### config.mk
export PLATFORM = sky130hd
export DESIGN_NAME = clk_rec_lock_ctrl_flat
export DESIGN_NICKNAME = d
export VERILOG_FILES = /design/src/rtl/clk_rec_lock_ctrl_if.sv /design/src/rtl/clk_rec_lock_ctrl.sv /design/src/flat_wrapper.sv
export SDC_FILE = /design/constraint.sdc
export NUM_CORES = 1
export LEC_CHECK = 0
export CORE_MARGIN = 10
export CORE_UTILIZATION = 45
export CTS_BUF_LIST = sky130_fd_sc_hd__clkbuf_2 sky130_fd_sc_hd__clkbuf_4 sky130_fd_sc_hd__clkbuf_8
export DETAILED_ROUTE_END_ITERATION = 16
export HOLD_SLACK_MARGIN = 0.02
export PLACE_DENSITY = 0.66
export SLEW_MARGIN = 20
export SYNTH_ARGS = -nofsm -noshare
export SYNTH_HDL_FRONTEND = slang
export SYNTH_SLANG_ARGS = --single-unit
### constraint.sdc
create_clock -name clk_200M -period 5.9 [get_ports clk_200M]
set_input_delay 1.18 -clock clk_200M [delete_from_list [all_inputs] [get_ports clk_200M]]
set_output_delay 1.18 -clock clk_200M [all_outputs]
set_load 0.05 [all_outputs]
### src/rtl/clk_rec_lock_ctrl_if.sv
// Bundle between the clock-recovery datapath and its lock sequencer.
// Latency: none (wires only).
// Backpressure: none; every field is a level or single-cycle pulse.
interface clk_rec_lock_ctrl_if #(
  parameter int PERIOD_W = 16
);
  logic                edge_pulse;
  logic [PERIOD_W-1:0] period_est;
  logic                key_rev_n;
  logic                key_type_n;
  logic                est_restart;
  logic [PERIOD_W-1:0] init_period;
  logic                rev_pulse;
  logic                type_sel;
  logic                locked;
  logic [1:0]          state;

  // Datapath side: supplies edge events, period estimate and keys.
  modport master (
    output edge_pulse, period_est, key_rev_n, key_type_n,
    input  est_restart, init_period, rev_pulse, type_sel, locked, state
  );

  // Sequencer side.
  modport slave (
    input  edge_pulse, period_est, key_rev_n, key_type_n,
    output est_restart, init_period, rev_pulse, type_sel, locked, state
  );
endinterface

### src/rtl/clk_rec_lock_ctrl.sv
// Lock/acquisition sequencer for bit clock recovery; arbitrates user keys against lock state.
// Latency: every output is registered, one clk_200M cycle after the sampled input event.
// Backpressure: none; edge pulses and key edges are consumed the cycle they are sampled.
// Define CLK_REC_LOS_EN to build the loss-of-signal gap counter and LOST state.
module clk_rec_lock_ctrl #(
  parameter int PERIOD_W     = 16,
  parameter int PERIOD_INIT  = 801,
  parameter int STABLE_EDGES = 16,
  parameter int LOCK_TOL     = 2,
  parameter int MISS_LIMIT   = 4,
  parameter int LOS_SHIFT    = 3
) (
  input  logic               clk_200M,
  input  logic               rst_n,
  clk_rec_lock_ctrl_if.slave bus
);

  typedef enum logic [1:0] {
    IDLE    = 2'd0,
    ACQUIRE = 2'd1,
    LOCKED  = 2'd2,
    LOST    = 2'd3
  } state_t;

  state_t              state_q, state_nxt;
  logic [PERIOD_W-1:0] ref_period, ref_nxt;
  logic [7:0]          stable_cnt, stable_nxt, stable_inc;
  logic [3:0]          miss_cnt, miss_nxt, miss_inc;
  logic                est_restart_q, est_restart_nxt;
  logic                locked_q;
  logic                key_rev_q, key_type_q;
  logic                rev_pulse_q, type_sel_q;
  logic [PERIOD_W-1:0] diff;
  logic                in_tol;
  logic                type_fall, rev_fall;
  logic                los_trip;

  assign diff       = (bus.period_est >= ref_period) ? (bus.period_est - ref_period)
                                                     : (ref_period - bus.period_est);
  assign in_tol     = (diff <= PERIOD_W'(LOCK_TOL));
  assign stable_inc = stable_cnt + 8'd1;
  assign miss_inc   = miss_cnt + 4'd1;
  assign type_fall  = key_type_q & ~bus.key_type_n;
  assign rev_fall   = key_rev_q & ~bus.key_rev_n;

`ifdef CLK_REC_LOS_EN
  localparam int GAP_W = PERIOD_W + LOS_SHIFT;

  logic [GAP_W-1:0] gap_cnt, gap_nxt, gap_inc, los_thr;
  logic             los_active;

  assign los_active = (state_q == ACQUIRE) || (state_q == LOCKED);
  assign gap_inc    = (gap_cnt == '1) ? gap_cnt : gap_cnt + GAP_W'(1);
  assign los_thr    = GAP_W'(ref_period) << LOS_SHIFT;
  // Trip on the cycle the quiet-time count first exceeds the threshold; an edge that cycle wins.
  assign los_trip   = los_active && !bus.edge_pulse && (ref_period != '0) && (gap_inc > los_thr);

  // Gap counter: clears on every edge, saturates while quiet, idle outside ACQUIRE/LOCKED.
  always_comb begin
    gap_nxt = '0;
    if (los_active) begin
      gap_nxt = bus.edge_pulse ? '0 : gap_inc;
    end
  end

  // Gap counter register.
  always_ff @(posedge clk_200M or negedge rst_n) begin
    if (!rst_n) begin
      gap_cnt <= '0;
    end else begin
      gap_cnt <= gap_nxt;
    end
  end
`else
  // No gap counter in this build; the width stays referenced so LOS_SHIFT has a single meaning.
  logic [PERIOD_W+LOS_SHIFT-1:0] unused_gap_cnt;
  assign unused_gap_cnt = '0;
  assign los_trip       = 1'b0;
`endif

  // Next-state and counter updates; type-key drop outranks edge processing, which outranks LOS.
  always_comb begin
    state_nxt       = state_q;
    ref_nxt         = ref_period;
    stable_nxt      = stable_cnt;
    miss_nxt        = miss_cnt;
    est_restart_nxt = 1'b0;
    unique case (state_q)
      IDLE: begin
        state_nxt       = ACQUIRE;
        est_restart_nxt = 1'b1;
        stable_nxt      = '0;
      end
      ACQUIRE: begin
        if (bus.edge_pulse) begin
          ref_nxt = bus.period_est;
          if (in_tol) begin
            stable_nxt = stable_inc;
            if (stable_inc == 8'(STABLE_EDGES)) begin
              state_nxt = LOCKED;
              miss_nxt  = '0;
            end
          end else begin
            stable_nxt = '0;
          end
        end else if (los_trip) begin
          state_nxt       = LOST;
          est_restart_nxt = 1'b1;
        end
      end
      LOCKED: begin
        if (type_fall) begin
          state_nxt  = ACQUIRE;
          stable_nxt = '0;
        end else if (bus.edge_pulse) begin
          if (in_tol) begin
            miss_nxt = '0;
          end else begin
            miss_nxt = miss_inc;
            if (miss_inc == 4'(MISS_LIMIT)) begin
              state_nxt  = ACQUIRE;
              stable_nxt = '0;
            end
          end
        end else if (los_trip) begin
          state_nxt       = LOST;
          est_restart_nxt = 1'b1;
        end
      end
      LOST: begin
        if (bus.edge_pulse) begin
          state_nxt  = ACQUIRE;
          stable_nxt = '0;
          ref_nxt    = bus.period_est;
        end
      end
      default: state_nxt = IDLE;
    endcase
  end

  // Sequencer state, counters and registered lock/restart outputs.
  always_ff @(posedge clk_200M or negedge rst_n) begin
    if (!rst_n) begin
      state_q       <= IDLE;
      ref_period    <= '0;
      stable_cnt    <= '0;
      miss_cnt      <= '0;
      est_restart_q <= 1'b0;
      locked_q      <= 1'b0;
    end else begin
      state_q       <= state_nxt;
      ref_period    <= ref_nxt;
      stable_cnt    <= stable_nxt;
      miss_cnt      <= miss_nxt;
      est_restart_q <= est_restart_nxt;
      locked_q      <= (state_nxt == LOCKED);
    end
  end

  // Key edge detection: one event per press, however long the key is held.
  always_ff @(posedge clk_200M or negedge rst_n) begin
    if (!rst_n) begin
      key_rev_q   <= 1'b1;
      key_type_q  <= 1'b1;
      rev_pulse_q <= 1'b0;
      type_sel_q  <= 1'b0;
    end else begin
      key_rev_q   <= bus.key_rev_n;
      key_type_q  <= bus.key_type_n;
      rev_pulse_q <= rev_fall;
      type_sel_q  <= type_sel_q ^ type_fall;
    end
  end

  assign bus.state       = state_q;
  assign bus.locked      = locked_q;
  assign bus.est_restart = est_restart_q;
  assign bus.rev_pulse   = rev_pulse_q;
  assign bus.type_sel    = type_sel_q;
  assign bus.init_period = PERIOD_W'(PERIOD_INIT);

endmodule

### src/flat_wrapper.sv
// flat-port wrapper written by rule: the top's interface ports become plain ports
module clk_rec_lock_ctrl_flat 
#(
  parameter int PERIOD_W     = 16,
  parameter int PERIOD_INIT  = 801,
  parameter int STABLE_EDGES = 16,
  parameter int LOCK_TOL     = 2,
  parameter int MISS_LIMIT   = 4,
  parameter int LOS_SHIFT    = 3
)
  (clk_200M, rst_n, bus_edge_pulse, bus_period_est, bus_key_rev_n, bus_key_type_n, bus_est_restart, bus_init_period, bus_rev_pulse, bus_type_sel, bus_locked, bus_state);
  clk_rec_lock_ctrl_if #(.PERIOD_W(PERIOD_W)) bus_i ();
  input  logic clk_200M;
  input  logic rst_n;
  input wire logic [$bits(bus_i.edge_pulse)-1:0] bus_edge_pulse;
  input wire logic [$bits(bus_i.period_est)-1:0] bus_period_est;
  input wire logic [$bits(bus_i.key_rev_n)-1:0] bus_key_rev_n;
  input wire logic [$bits(bus_i.key_type_n)-1:0] bus_key_type_n;
  output wire logic [$bits(bus_i.est_restart)-1:0] bus_est_restart;
  output wire logic [$bits(bus_i.init_period)-1:0] bus_init_period;
  output wire logic [$bits(bus_i.rev_pulse)-1:0] bus_rev_pulse;
  output wire logic [$bits(bus_i.type_sel)-1:0] bus_type_sel;
  output wire logic [$bits(bus_i.locked)-1:0] bus_locked;
  output wire logic [$bits(bus_i.state)-1:0] bus_state;
  assign bus_i.edge_pulse = bus_edge_pulse;
  assign bus_i.period_est = bus_period_est;
  assign bus_i.key_rev_n = bus_key_rev_n;
  assign bus_i.key_type_n = bus_key_type_n;
  assign bus_est_restart = bus_i.est_restart;
  assign bus_init_period = bus_i.init_period;
  assign bus_rev_pulse = bus_i.rev_pulse;
  assign bus_type_sel = bus_i.type_sel;
  assign bus_locked = bus_i.locked;
  assign bus_state = bus_i.state;
  clk_rec_lock_ctrl #(.PERIOD_W(PERIOD_W), .PERIOD_INIT(PERIOD_INIT), .STABLE_EDGES(STABLE_EDGES), .LOCK_TOL(LOCK_TOL), .MISS_LIMIT(MISS_LIMIT), .LOS_SHIFT(LOS_SHIFT)) u_core (.clk_200M(clk_200M), .rst_n(rst_n), .bus(bus_i));
endmodule
Word level (Yosys, flattened, before mapping)
Cells that the tools add are included.
{"block": "classes", "bitwise_logic": 5, "n_reduce_logical": 6, "addsub": 4, "n_lt_le_gt_ge": 2, "eq_ne": 15, "muxes": 26}
{"operator": "2-to-1 mux 8 bit", "count": 7}
{"operator": "one-hot mux 8 bit (4 select lines)", "count": 1}
{"operator": "subtractor 16 bit", "count": 2}
{"operator": "2-to-1 mux 4 bit", "count": 6}
{"operator": "greater-or-equal comparator 16 bit", "count": 1}
{"operator": "less-or-equal comparator 16 x 2 -> 1 bit (second input constant)", "count": 1}
{"operator": "2-to-1 mux 16 bit", "count": 1}
{"operator": "2-to-1 mux 2 bit", "count": 8}
{"operator": "adder 8 x 1 -> 8 bit (second input constant)", "count": 1}
{"operator": "== test 8 x 5 -> 1 bit (second input constant)", "count": 1}
{"operator": "!= test 2 bit (second input constant)", "count": 4}
{"operator": "one-hot mux 2 bit (4 select lines)", "count": 1}
{"operator": "one-hot mux 4 bit (2 select lines)", "count": 1}
{"operator": "== test 2 bit (second input constant)", "count": 3}
{"operator": "AND reduction 6 bit", "count": 1}
{"operator": "AND reduction 5 bit", "count": 1}
{"operator": "adder 4 x 1 -> 4 bit (second input constant)", "count": 1}
{"operator": "== test 4 x 3 -> 1 bit (second input constant)", "count": 1}
{"operator": "!= test 2 x 1 -> 1 bit (second input constant)", "count": 2}
{"operator": "!= test 3 x 1 -> 1 bit (second input constant)", "count": 1}
{"operator": "!= test 3 x 2 -> 1 bit (second input constant)", "count": 1}
{"operator": "!= test 3 bit (second input constant)", "count": 1}
{"operator": "bitwise AND 1 bit", "count": 2}
{"operator": "== test 2 x 1 -> 1 bit (second input constant)", "count": 1}
{"operator": "other kinds (7)", "count": 8}
{"block": "word_totals", "ff_bits": 36, "out_inout_bits": 22, "elab_cells": 68, "in_bits": 21}

Logic depth before layout (Yosys ltp)
{"block": "logic_depth", "ltp_word": 8, "depth_mapped": 14, "mapped_depth_nobuf": 13}

Worst setup path after synthesis
OpenSTA, ideal clock, no wires.
{"block": "synth_path", "path_type": "in2reg", "startpoint": "input bus_period_est[0]", "endpoint": "register u_core.miss_cnt[2]", "arrival_ns": 3.903, "setup_ns": 0.120, "slack_ns": 1.877, "stages": 14, "cell_sequence": "inv_1 ha_1 fa_1 nand2b_1 a21oi_1 o211ai_1 and2_4 buf_6 a211o_4 o31ai_4 o211ai_2 o31ai_2 o21bai_1 a31o_1"}
{"block": "synth_via", "elab_chain_len": 7}
{"element": "start: declaration", "line": "flat_wrapper.sv:16", "rtl": "input wire logic [$bits(bus_i.period_est)-1:0] bus_period_est;"}
{"element": "subtractor 16 bit, or another cell as far along", "line": "clk_rec_lock_ctrl.sv:39", "rtl": ": (ref_period - bus.period_est);"}
{"element": "2-to-1 mux 16 bit (*)", "line": "clk_rec_lock_ctrl.sv:38", "rtl": "assign diff = (bus.period_est >= ref_period) ? (bus.period_est - ref_period)"}
{"element": "less-or-equal comparator 16 x 2 -> 1 bit (*)", "line": "clk_rec_lock_ctrl.sv:40", "rtl": "assign in_tol = (diff <= PERIOD_W'(LOCK_TOL));"}
{"element": "2-to-1 mux 4 bit", "line": "clk_rec_lock_ctrl.sv:116", "rtl": "if (in_tol) begin"}
{"element": "2-to-1 mux 4 bit", "line": "clk_rec_lock_ctrl.sv:115", "rtl": "end else if (bus.edge_pulse) begin"}
{"element": "2-to-1 mux 4 bit", "line": "clk_rec_lock_ctrl.sv:112", "rtl": "if (type_fall) begin"}
{"element": "one-hot mux 4 bit (2 select lines)", "line": "clk_rec_lock_ctrl.sv:88", "rtl": "unique case (state_q)"}
{"element": "end signal: assignment", "line": "clk_rec_lock_ctrl.sv:154", "rtl": "miss_cnt <= miss_nxt;"}
{"element": "end: declaration", "line": "clk_rec_lock_ctrl.sv:28", "rtl": "logic [3:0] miss_cnt, miss_nxt, miss_inc;"}
Mark *: on every way between the ends. The rest lies on a longest branch, timed or not. The select of a mux whose other input is x is not followed.
A chain may end at the register's enable or synchronous reset.

Final worst setup path
{"block": "layout_path", "startpoint": "input bus_period_est[1]", "endpoint": "register u_core.miss_cnt[1]"}
The elaborated chain is that of the path after synthesis.

==> results.toml <==
[status]
status = "completed"

[sta]
fin_tns_setup_ps = 0
setup_ws_ps = 1290
post-route-period-util = 0.782
fin_crit_ps = 4610
rsz0062_at_grt = "no"
relSlewSlack = 0.381
tightest_slew_ps = 926
clock_skew_ps = 3.56
hold_viol_final = 0
setup_violations = 0
finalMaxSlewViolations = 0
max_freq_ghz = 0.217

[pwr]
p_sw_w = 0.000347
power_density_mw_per_mm2 = 209
swShare = 0.415
power.leakage_nw = 1.79
clkPwrFrac = 0.223
p_int_w = 0.000490
p_seq_frac = 0.326
irDropWorstVdd_mv = 0.137
pwr-share-comb = 0.451
finalPower_w = 0.000837

[finish]
syn_to_final_growth_pct = 8.71
layout_commonest_cell = "nand2_1"
diodes = 0
post-route-util = 0.509
num-nets-final = 528
final_cell_mix = "nand2_1 (48), inv_1 (42), ha_1 (34), dfrtp_1 (34), nor2_1 (31)"
fillers = 785
layout-drive-gt1-share = 0.0763

[flow_run]
maxCapViolCount = 0

[routing]
drt-wirelength-per-cell_um = 15.4
drt_iter0_drc = 196
vias = 3285
ant_nets = 0
firstDrtPassIters = 5
viasPerCell = 5.72
routed_wl_mm = 8.83
drcViolationCount = 0

[yosys]
synth_seq_area_share = 0.246
syn_avg_cell_area_sq_um = 8.10
synthTopCellsByArea = "dfrtp_1 (23%), ha_1 (12%), nand2_1 (4.9%)"
synthArstFlopShare = 1.00
synth_cell_types = 79
synth_top_cell_by_area = "dfrtp_1"
ys_ff_latch = 36
yosys.area.top_type_share = 0.231
synth_flop_cell = "dfrtp_1"
synth-edff-count = 0
synth_area_sq_mm = 0.00368
syn_inst = 454
ys.warnings.count = 0

[global_routing]
grt_first_pass_wirelength_mm = 14.7
globalRouteTotalUtil = 0.147
overflow = 0
grt_use_met2 = 0.231
grt.busiest_layer = "met2"
grt_max_degree = 37
grt_pass1_vias = 3151
grt_use_met1 = 0.196
antenna_found_initial = 0
grtUsageMet3 = 0.0284

[clock_network]
cts_buffers = 5
cts_setup_buffers = 0
cts_tree = "yes"
postCtsHoldBufs = 0
clock_path_buffers = 2
cts_htree_levels = 2
clkTransAtPathRegs_ps = 80
clk_latency_ps = 290
cts.repair.resized = 0
root_buffer = "clkbuf_8"
cts_sinks = 36

[floorplan]
rows = 32
fp.dieW_um = 110
die-area_sq_mm = 0.0122
start_util = 0.468
fp.dieH_um = 110
core_sq_mm = 0.00785
io_pins = 43

[worst_setup_path]
cp-start-kind = "primary input"
critical_path_required_ps = 6080
slowest_stage = "clkdlybuf4s50_1"
rrSetupSlack_ps = 2330
end_kind = "flip-flop"
crit_chain = "clkdlybuf4s50_1 -> inv_1 -> ha_1 -> nor2b_1 -> o2111ai_1 -> and4_1 -> o2111a_1 -> o2111ai_1 -> o221ai_1 -> nand2_1 -> nor4_4 -> nand2_2 -> a32o_1"
crit_path_frequent_cell = "o2111ai_1"
crit_arrival_ps = 4800
path_class = "primary input to flip-flop"
critPathMaxFanout = 5
crit_path_max_incr_delay_ps = 540

[placed_design]
gp_congestion = 0.875
dp_hpwl_mm = 6.96
io_buffer_count = 26
place_ws_ps = 1020

[worst_hold_path]
hold_class = "flip-flop to flip-flop"
through the flow:
step | instances | hold WS [ps] | instance area, sq um
floorplan | 468 | 475 | 3730
global placement | 566 | 468 | 3900
detailed placement | 566 | 474 | 3900
CTS | 574 | 491 | 4000
global route | 574 | 519 | 4000
finish | 574 | 484 | 4000
metal layers:
layer / routed length (um) / vias to the layer above / share of wire
li1: - / 1642 / -
met1: 4170 / 1528 / 0.47
met2: 3930 / 97 / 0.45
met3: 548 / 18 / 0.062
met4: 170 / 0 / 0.019
met5: 0 / - / 0
registers in the layout, indices dropped and copies added, names as in the netlist:
name / cells
u_core.bus.est_restart: 1
u_core.bus.locked: 1
u_core.bus.rev_pulse: 1
u_core.bus.state: 2
u_core.bus.type_sel: 1
u_core.key_rev_q: 1
u_core.key_type_q: 1
u_core.miss_cnt: 4
u_core.ref_period: 16
u_core.stable_cnt: 8
worst paths after layout:
kind	startpoint	endpoint	cells past startpoint
setup / recovery	bus_period_est[1]	u_core.miss_cnt[1]$_DFFE_PN0P_	13
hold / removal	u_core.bus.type_sel$_DFF_PN0_	u_core.bus.type_sel$_DFF_PN0_	1
setup reg to reg	u_core.ref_period[0]$_DFFE_PN0P_	u_core.miss_cnt[2]$_DFFE_PN0P_	13
hold reg to reg	u_core.bus.type_sel$_DFF_PN0_	u_core.bus.type_sel$_DFF_PN0_	1
max in group asynchronous	rst_n	u_core.ref_period[15]$_DFFE_PN0P_	1
min in group asynchronous	rst_n	u_core.ref_period[5]$_DFFE_PN0P_	1
layout make-up:
cell class	count	area, sq um	share of cell area
clock buffers	7	83.8	0.0210
clock inverters	1	8.76	0.00219
inverters	42	158	0.0394
multi-input cells	360	2460	0.616
flip-flops and latches	36	903	0.226
well taps	102	128	0.0319
repair buffers	26	255	0.0639
cell families (layout without fill, tap and decap cells):
kind of cell / Yosys count / after routing / share of synthesized area
compound gates: 142 / 142 / 0.276
buf+inv: 72 / 76 / 0.0994
other cells: 2 / 16 / 0.00204
xor+xnor: 11 / 11 / 0.0262
fa+ha+maj: 36 / 36 / 0.127
mux: 2 / 2 / 0.00579
flops: 36 / 36 / 0.246
simple gates: 153 / 153 / 0.218
worst max-delay path, delay by kind of cell:
family          cells  cell delay [ps]
simple gates        5             1180
fa+ha+maj           1              350
buf+inv             2              650
compound gates      5             1440
synthesized netlist by cell type, drive strengths merged, types with 3 or more instances:
library cell  number
nor4               8
inv               42
xor2               6
o2111ai            4
ha                34
nand2b             4
o21ai             39
o31ai              5
xnor2              5
nand4              8
nand3             11
a22o               4
nand2             49
a211o              4
o22ai              9
o41ai              4
o211ai             3
a211oi             8
nor3               7
clkbuf             5
buf               25
a31o               3
a21o               7
or2                5
a21oi             26
dfrtp             34
nor2              31
or3                4
a31oi              3
nor2b             10
and2               5
power by group through the flow:
| stage | Clock, W | Sequential (W) | Combinational [W] |
|---|---|---|---|
| 4_1_cts | 0.000196 | 0.000273 | 0.000373 |
| 5_1_grt | 0.000202 | 0.000275 | 0.000414 |
| 6_report | 0.000187 | 0.000273 | 0.000377 |
| 2_1_floorplan | 0 | 0.000289 | 0.000289 |
| 3_5_place_dp | 0 | 0.000278 | 0.000370 |
| 3_3_place_gp | 0 | 0.000277 | 0.000366 |
No activity file was read; power rests on OpenSTA's default activity.
